--- src/rtl/clut_rle_dec_if.sv ---
// Source/sink pixel handshake bundle shared by the fetch unit, the RLE decoder and the CLUT lookup.
// master = the fetch/lookup side that drives the stream and accepts pixels; slave = the decoder.
interface clut_rle_dec_if #(
    parameter int PIXEL_W = 8
);
    logic [PIXEL_W-1:0] src_pixel;
    logic               src_write;
    logic               src_strobe;
    logic [PIXEL_W-1:0] dst_pixel;
    logic               dst_write;
    logic               dst_strobe;

    modport master (
        output src_pixel, src_write, dst_strobe,
        input  src_strobe, dst_pixel, dst_write
    );

    modport slave (
        input  src_pixel, src_write, dst_strobe,
        output src_strobe, dst_pixel, dst_write
    );
endinterface

--- src/rtl/clut_rle_dec.sv ---
// CLUT run-length decoder (passthrough / RL7 / RL3): one cycle source-to-registered-output latency.
// Output register holds under dst_strobe=0; no source byte is taken while it cannot load.
module clut_rle_dec #(
    parameter int PIXEL_W  = 8,
    parameter int COUNT_W  = 11,
    parameter int MAX_LINE = 768
) (
    input  logic               clk,
    input  logic               reset,
    input  logic [1:0]         mode,
    input  logic [COUNT_W-1:0] line_len,
    clut_rle_dec_if.slave      bus,
    output logic               line_done,
    output logic               overrun
);
    localparam logic [2:0] FETCH  = 3'd0;
    localparam logic [2:0] COUNT  = 3'd1;
    localparam logic [2:0] RUN    = 3'd2;
    localparam logic [2:0] FILL   = 3'd3;
    localparam logic [2:0] PAIR_B = 3'd4;
    localparam int RUN_W = PIXEL_W + 1;

    logic [2:0]         state;
    logic [1:0]         lmode;
    logic [COUNT_W-1:0] remain;
    logic [COUNT_W-1:0] gen_rem;
    logic [RUN_W-1:0]   run;
    logic               phase;
    logic [PIXEL_W-1:0] pix_a;
    logic [PIXEL_W-1:0] pix_b;
    logic [PIXEL_W-1:0] out_pix;
    logic               out_vld;

    logic [PIXEL_W-1:0] src_byte;
    logic [PIXEL_W-1:0] lit7;
    logic [PIXEL_W-1:0] hi3;
    logic [PIXEL_W-1:0] lo3;
    logic [COUNT_W-1:0] len_eff;
    logic [1:0]         cur_mode;
    logic [COUNT_W-1:0] cur_gen;
    logic [2:0]         cur_state;
    logic               is_rl7;
    logic               is_rl3;
    logic               accept;
    logic               load_en;
    logic               step;

    logic               consume;
    logic               emit;
    logic               last_px;
    logic               set_ovr;
    logic [PIXEL_W-1:0] emit_pix;
    logic [2:0]         nxt_state;
    logic [RUN_W-1:0]   nxt_run;
    logic               nxt_phase;
    logic [PIXEL_W-1:0] nxt_a;
    logic [PIXEL_W-1:0] nxt_b;

    assign src_byte = bus.src_pixel;
    assign lit7     = PIXEL_W'(src_byte[6:0]);
    assign hi3      = PIXEL_W'(src_byte[6:4]);
    assign lo3      = PIXEL_W'(src_byte[2:0]);
    assign len_eff  = (line_len == '0) ? COUNT_W'(MAX_LINE) : line_len;

    assign accept    = out_vld & bus.dst_strobe;
    assign load_en   = ~out_vld | bus.dst_strobe;
    assign line_done = ~reset & accept & (remain == COUNT_W'(1));

    // The generator stops after producing a line's last pixel; it resumes in the cycle that pixel
    // is accepted, already using the freshly latched mode and length so no bubble is inserted.
    assign cur_mode  = line_done ? mode : lmode;
    assign cur_gen   = line_done ? len_eff : gen_rem;
    assign cur_state = line_done ? FETCH : state;
    assign is_rl7    = (cur_mode == 2'd1);
    assign is_rl3    = (cur_mode == 2'd2);
    assign step      = ~reset & load_en & (cur_gen != '0);

    always_comb begin
        consume   = 1'b0;
        emit      = 1'b0;
        emit_pix  = (is_rl3 && phase) ? pix_b : pix_a;
        nxt_state = cur_state;
        nxt_run   = run;
        nxt_phase = phase;
        nxt_a     = pix_a;
        nxt_b     = pix_b;
        case (cur_state)
            FETCH: begin
                if (bus.src_write) begin
                    consume = 1'b1;
                    if (is_rl7) begin
                        if (src_byte[7]) begin
                            nxt_a     = lit7;
                            nxt_state = COUNT;
                        end else begin
                            emit     = 1'b1;
                            emit_pix = lit7;
                        end
                    end else if (is_rl3) begin
                        nxt_b = lo3;
                        if (src_byte[7]) begin
                            nxt_a     = hi3;
                            nxt_state = COUNT;
                        end else begin
                            emit      = 1'b1;
                            emit_pix  = hi3;
                            nxt_state = PAIR_B;
                        end
                    end else begin
                        emit     = 1'b1;
                        emit_pix = src_byte;
                    end
                end
            end
            COUNT: begin
                if (bus.src_write) begin
                    consume   = 1'b1;
                    nxt_phase = 1'b0;
                    if (src_byte == '0) begin
                        nxt_state = FILL;
                    end else begin
                        nxt_run   = is_rl3 ? {src_byte, 1'b0} : {1'b0, src_byte};
                        nxt_state = RUN;
                    end
                end
            end
            RUN: begin
                emit      = 1'b1;
                nxt_run   = run - RUN_W'(1);
                nxt_phase = is_rl3 & ~phase;
                if (nxt_run == '0) begin
                    nxt_state = FETCH;
                end
            end
            FILL: begin
                emit      = 1'b1;
                nxt_phase = is_rl3 & ~phase;
            end
            PAIR_B: begin
                emit      = 1'b1;
                emit_pix  = pix_b;
                nxt_state = FETCH;
            end
            default: begin
                nxt_state = FETCH;
            end
        endcase
        // Line end wins over everything: a pending B pixel or run remainder is dropped.
        last_px = emit && (cur_gen == COUNT_W'(1));
        set_ovr = last_px && (cur_state == RUN) && (nxt_run != '0);
        if (last_px) begin
            nxt_state = FETCH;
        end
    end

    assign bus.src_strobe = step & consume;
    assign bus.dst_write  = out_vld;
    assign bus.dst_pixel  = out_pix;

    always_ff @(posedge clk) begin
        if (reset) begin
            state   <= FETCH;
            lmode   <= mode;
            remain  <= len_eff;
            gen_rem <= len_eff;
            run     <= '0;
            phase   <= 1'b0;
            pix_a   <= '0;
            pix_b   <= '0;
            out_pix <= '0;
            out_vld <= 1'b0;
            overrun <= 1'b0;
        end else begin
            if (line_done) begin
                lmode  <= mode;
                remain <= len_eff;
                state  <= FETCH;
            end else if (accept) begin
                remain <= remain - COUNT_W'(1);
            end

            if (step) begin
                state <= nxt_state;
                run   <= nxt_run;
                phase <= nxt_phase;
                pix_a <= nxt_a;
                pix_b <= nxt_b;
            end

            if (step && emit) begin
                gen_rem <= cur_gen - COUNT_W'(1);
            end else if (line_done) begin
                gen_rem <= len_eff;
            end

            if (load_en) begin
                out_vld <= step & emit;
                if (step && emit) begin
                    out_pix <= emit_pix;
                end
            end

            if (step && set_ovr) begin
                overrun <= 1'b1;
            end
        end
    end
endmodule

--- src/flat_wrapper.sv ---
// flat-port wrapper written by rule: the top's interface ports become plain ports
module clut_rle_dec_flat 
#(
    parameter int PIXEL_W  = 8,
    parameter int COUNT_W  = 11,
    parameter int MAX_LINE = 768
)
  (clk, reset, mode, line_len, line_done, overrun, bus_src_pixel, bus_src_write, bus_dst_strobe, bus_src_strobe, bus_dst_pixel, bus_dst_write);
  clut_rle_dec_if #(.PIXEL_W(PIXEL_W)) bus_i ();
  input  logic clk;
  input  logic reset;
  input  logic [1:0] mode;
  input  logic [COUNT_W-1:0] line_len;
  output logic line_done;
  output logic overrun;
  input wire logic [$bits(bus_i.src_pixel)-1:0] bus_src_pixel;
  input wire logic [$bits(bus_i.src_write)-1:0] bus_src_write;
  input wire logic [$bits(bus_i.dst_strobe)-1:0] bus_dst_strobe;
  output wire logic [$bits(bus_i.src_strobe)-1:0] bus_src_strobe;
  output wire logic [$bits(bus_i.dst_pixel)-1:0] bus_dst_pixel;
  output wire logic [$bits(bus_i.dst_write)-1:0] bus_dst_write;
  assign bus_i.src_pixel = bus_src_pixel;
  assign bus_i.src_write = bus_src_write;
  assign bus_i.dst_strobe = bus_dst_strobe;
  assign bus_src_strobe = bus_i.src_strobe;
  assign bus_dst_pixel = bus_i.dst_pixel;
  assign bus_dst_write = bus_i.dst_write;
  clut_rle_dec #(.PIXEL_W(PIXEL_W), .COUNT_W(COUNT_W), .MAX_LINE(MAX_LINE)) u_core (.clk(clk), .reset(reset), .mode(mode), .line_len(line_len), .bus(bus_i), .line_done(line_done), .overrun(overrun));
endmodule
--- config.mk ---
export PLATFORM = sky130hd
export DESIGN_NAME = clut_rle_dec_flat
export DESIGN_NICKNAME = d
export VERILOG_FILES = /design/src/rtl/clut_rle_dec_if.sv /design/src/rtl/clut_rle_dec.sv /design/src/flat_wrapper.sv
export SDC_FILE = /design/constraint.sdc
export NUM_CORES = 1
export LEC_CHECK = 0
export BUFFER_PORTS_ARGS = -buffer_cell sky130_fd_sc_hd__buf_2
export CAP_MARGIN = 20
export CORE_AREA = 8 8 130 96
export CTS_CLUSTER_SIZE = 8
export DETAILED_ROUTE_END_ITERATION = 16
export DIE_AREA = 0 0 138 104
export PLACE_DENSITY = 0.65
export SLEW_MARGIN = 0
export SYNTH_ARGS = -nofsm -noshare
export SYNTH_HDL_FRONTEND = slang
export SYNTH_SLANG_ARGS = --single-unit
export TNS_END_PERCENT = 50
--- constraint.sdc ---
create_clock -name clk -period 5.4 [get_ports clk]
set_input_delay 0.27 -clock clk [delete_from_list [all_inputs] [get_ports clk]]
set_output_delay 0.27 -clock clk [all_outputs]
set_load 0.1 [all_outputs]
==> run_results.csv <==
group,metric,value,unit
global_routing,first_global_vias,3740,
min_path,whs_endpoint,"u_core.lmode[0]",
floorplanning,core,10600,µm²
min_path,hold_path_class,"input port to register",
logic_synthesis,avgSynthCellArea,7.73,µm²
floorplanning,initial_core_util,38.4,%
drt,drt-wirelength-per-cell,18.2,µm
floorplanning,die_h,104,µm
power,powerDensity,314,nW/µm²
logic_synthesis,synth-seq-cells,57,
logic_synthesis,synth_warnings,0,
logic_synthesis,synth_cells,525,
placement,placed_cells,670,
run,maxCapViolations,0,
power,p_comb_share,23.4,%
global_routing,grt_max_degree,55,
drt,routed_wl,12500,µm
timing,fin_crit,4.32,ns
floorplanning,row_count,32,
power,p_int,0.990,mW
critical_path,r2r_end,"u_core.gen_rem[3]",
logic_synthesis,synth_edf_count,11,
timing,fmax,232,MHz
critical_path,critPathCaptureType,"primary output",
global_routing,grt_overflow,0,
timing,maxSlewViolCount,0,
timing,hold_viol,0,
min_path,hold-path-cell-count,3,
critical_path,reg2reg_depth,12,
cts,clk_pin_slew,0.05,ns
drt,vias_per_cell,6.03,
critical_path,crit_path_start,"u_core.remain[6]",
final_layout,mostFrequentLayoutCells,"nand2_1, nor2_1, dfxtp_1, a21oi_1, buf_2",
drt,drt_iter0_markers,566,
global_routing,grt_antenna_before_repair,0,
cts,htreeDepth,3,
cts,cts_sinks,57,
drt,drtAntennaViolNets,0,
logic_synthesis,synthFlopType,"dfxtp_1",
drt,firstDrtPassIters,7,
power,clkPwrFrac,41.8,%
critical_path,r2r_setup_slack,1.37,ns
power,vdd_drop_max,0.170,mV
logic_synthesis,yosysUniqueCellTypes,68,
final_layout,area_growth,14.4,%
timing,relSlewSlack,36.9,%
critical_path,cp.arrival,4.05,ns
logic_synthesis,synth-async-reset-ratio,0,%
min_path,hp-start,"mode[0]",
floorplanning,dieArea,14400,µm²
logic_synthesis,yosysSeqAreaShare,30.8,%
timing,worst_slew_pin_slew,0.943,ns
power,leakagePower,1.76,nW
timing,tns,0,ns
critical_path,criticalPathCategory,"register to primary output",
logic_synthesis,netlist_area,4060,µm²
cts,cts_resized,0,
cts,ctsHoldBuffers,0,
global_routing,grt_pass1_wl,20100,µm
drt,drc,0,
final_layout,fin_cells,686,
global_routing,track_usage,16.8,%
cts,clk_latency,0.33,ns
floorplanning,io_pins,37,
placement,place_area,4320,µm²
timing,skew,0.00519,ns
drt,via_count,4139,
final_layout,final_common_cell,"nand2_1",
critical_path,cp-start-kind,"register",
floorplanning,fp.dieW,138,µm
final_layout,diodes,0,
power,p_switching,0.468,mW
power,power_frac_seq,34.8,%
placement,port_buffers,36,
timing,setup_viol,0,
placement,place_congestion,0.870,
critical_path,cp_max_fo,17,
cts,cts_buffer_depth,2,
timing,rsz0062_at_grt,"false",
placement,hpwl,9090,µm
timing,period_share,79.9,%
cts,post_cts.repair.setup_buffers,0,
critical_path,reg2reg_from,"u_core.remain[6]",
cts,cts_tree,"done",
final_layout,fin_area,4640,µm²
cts,root_buffer,"clkbuf_16",
final_layout,drive_above_1_share,13.3,%
power,power.share.switching,32.1,%
final_layout,fin_nets,576,
logic_synthesis,syn_nets,556,
critical_path,cp.required,5.13,ns
cts,tritoncts.num_buffers,9,
status,outcome,"completed",
## cell families after synthesis
family | synth area share (%)
AO/OA/AOI/OAI | 21.2
XOR/XNOR | 4.53
adder cells (fa/ha/maj) | 1.85
buffers and inverters | 4.19
flip-flops | 30.8
multiplexers | 7.09
AND/OR/NAND/NOR | 30.3
## through the flow
stage	hold WS (ns)	setup WS, ns	utilization (%)	power [mW]
floorplan	0.376	0.611	-	0.763
global placement	0.444	1.60	40.9	0.843
detailed placement	0.449	1.44	40.9	0.849
CTS	0.160	1.12	43.9	1.46
global route	0.187	0.959	43.9	1.51
finish	0.161	1.08	43.9	1.46
## worst max-delay path by stage
stage,endpoint,cells after the start
6_report,bus_src_strobe,11
4_1_cts,bus_src_strobe,11
3_5_place_dp,u_core.gen_rem[3],12
2_1_floorplan,bus_src_strobe,12
5_1_grt,bus_src_strobe,11
3_3_place_gp,u_core.gen_rem[3],12
## sequential cells by signal, indices dropped and copies added (netlist names)
| name | count |
|---|---|
| u_core.gen_rem | 11 |
| u_core.remain | 11 |
| u_core.run | 9 |
| u_core.bus.dst_pixel | 8 |
| u_core.pix_a | 7 |
| u_core.pix_b | 3 |
| u_core.state | 3 |
| u_core.lmode | 2 |
| u_core.bus.dst_write | 1 |
| u_core.overrun | 1 |
| u_core.phase | 1 |
## cell type report
| cell class | instances | area (µm²) |
|---|---|---|
| multi-input cells | 425 | 2640 |
| flip-flops and latches | 57 | 1250 |
| repair buffers | 41 | 218 |
| fillers | 1059 | 5930 |
| clock inverters | 2 | 35.0 |
| well taps | 136 | 170 |
| inverters | 11 | 41.3 |
| clock buffers | 14 | 284 |
## metal layers
layer  global-route usage, %  wire (µm)  vias to the layer above
met2                    23.8       5380                      171
met1                    24.2       6030                     2000
met5                       0          0                        -
met3                    4.38        966                       10
li1                        -          -                     1958
met4                    4.56        114                        0
## power by group through the flow
stage                     sequential [mW]  clock (mW)  combinational (mW)
after floorplan                     0.548           0               0.215
after global placement              0.514           0               0.329
after detailed placement            0.515           0               0.334
after CTS                           0.507       0.614               0.336
after global routing                0.512       0.630               0.371
final                               0.508       0.609               0.342
## worst max-delay path, cell delays in order, from the launching register on
cell,delay (ns)
edfxtp_1,0.45
or4_1,0.67
or4_1,0.50
buf_4,0.22
mux2i_1,0.24
ha_1,0.25
nand2_1,0.07
mux2_4,0.32
o21ai_4,0.31
buf_4,0.28
nor2_1,0.08
buf_2,0.30
## synth_stat cells (4+ instances only)
| cell type | count | area share (%) |
|---|---|---|
| clkbuf_1 | 22 | 2.0 |
| or3_1 | 5 | 0.77 |
| edfxtp_1 | 11 | 8.1 |
| nor3_1 | 20 | 2.5 |
| nand3b_1 | 9 | 1.7 |
| a21oi_1 | 36 | 4.4 |
| a32oi_1 | 4 | 0.86 |
| o21ai_0 | 33 | 4.1 |
| nand2b_1 | 12 | 1.9 |
| or4_1 | 6 | 1.1 |
| nand3_1 | 19 | 2.3 |
| xor2_1 | 10 | 2.2 |
| ha_1 | 6 | 1.9 |
| xnor2_1 | 11 | 2.4 |
| buf_2 | 7 | 0.86 |
| nor4_1 | 9 | 1.4 |
| a31oi_1 | 7 | 1.1 |
| dfxtp_1 | 46 | 23 |
| nand2_1 | 64 | 5.9 |
| nor3b_1 | 4 | 0.74 |
| mux2i_1 | 19 | 4.7 |
| a211oi_1 | 7 | 1.3 |
| and2_1 | 5 | 0.77 |
| inv_1 | 11 | 1.0 |
| a21o_1 | 6 | 1.1 |
| nor2_1 | 63 | 5.8 |
| a311oi_1 | 7 | 1.5 |
| o22ai_1 | 4 | 0.62 |
Power figures use the tool's default switching activity.
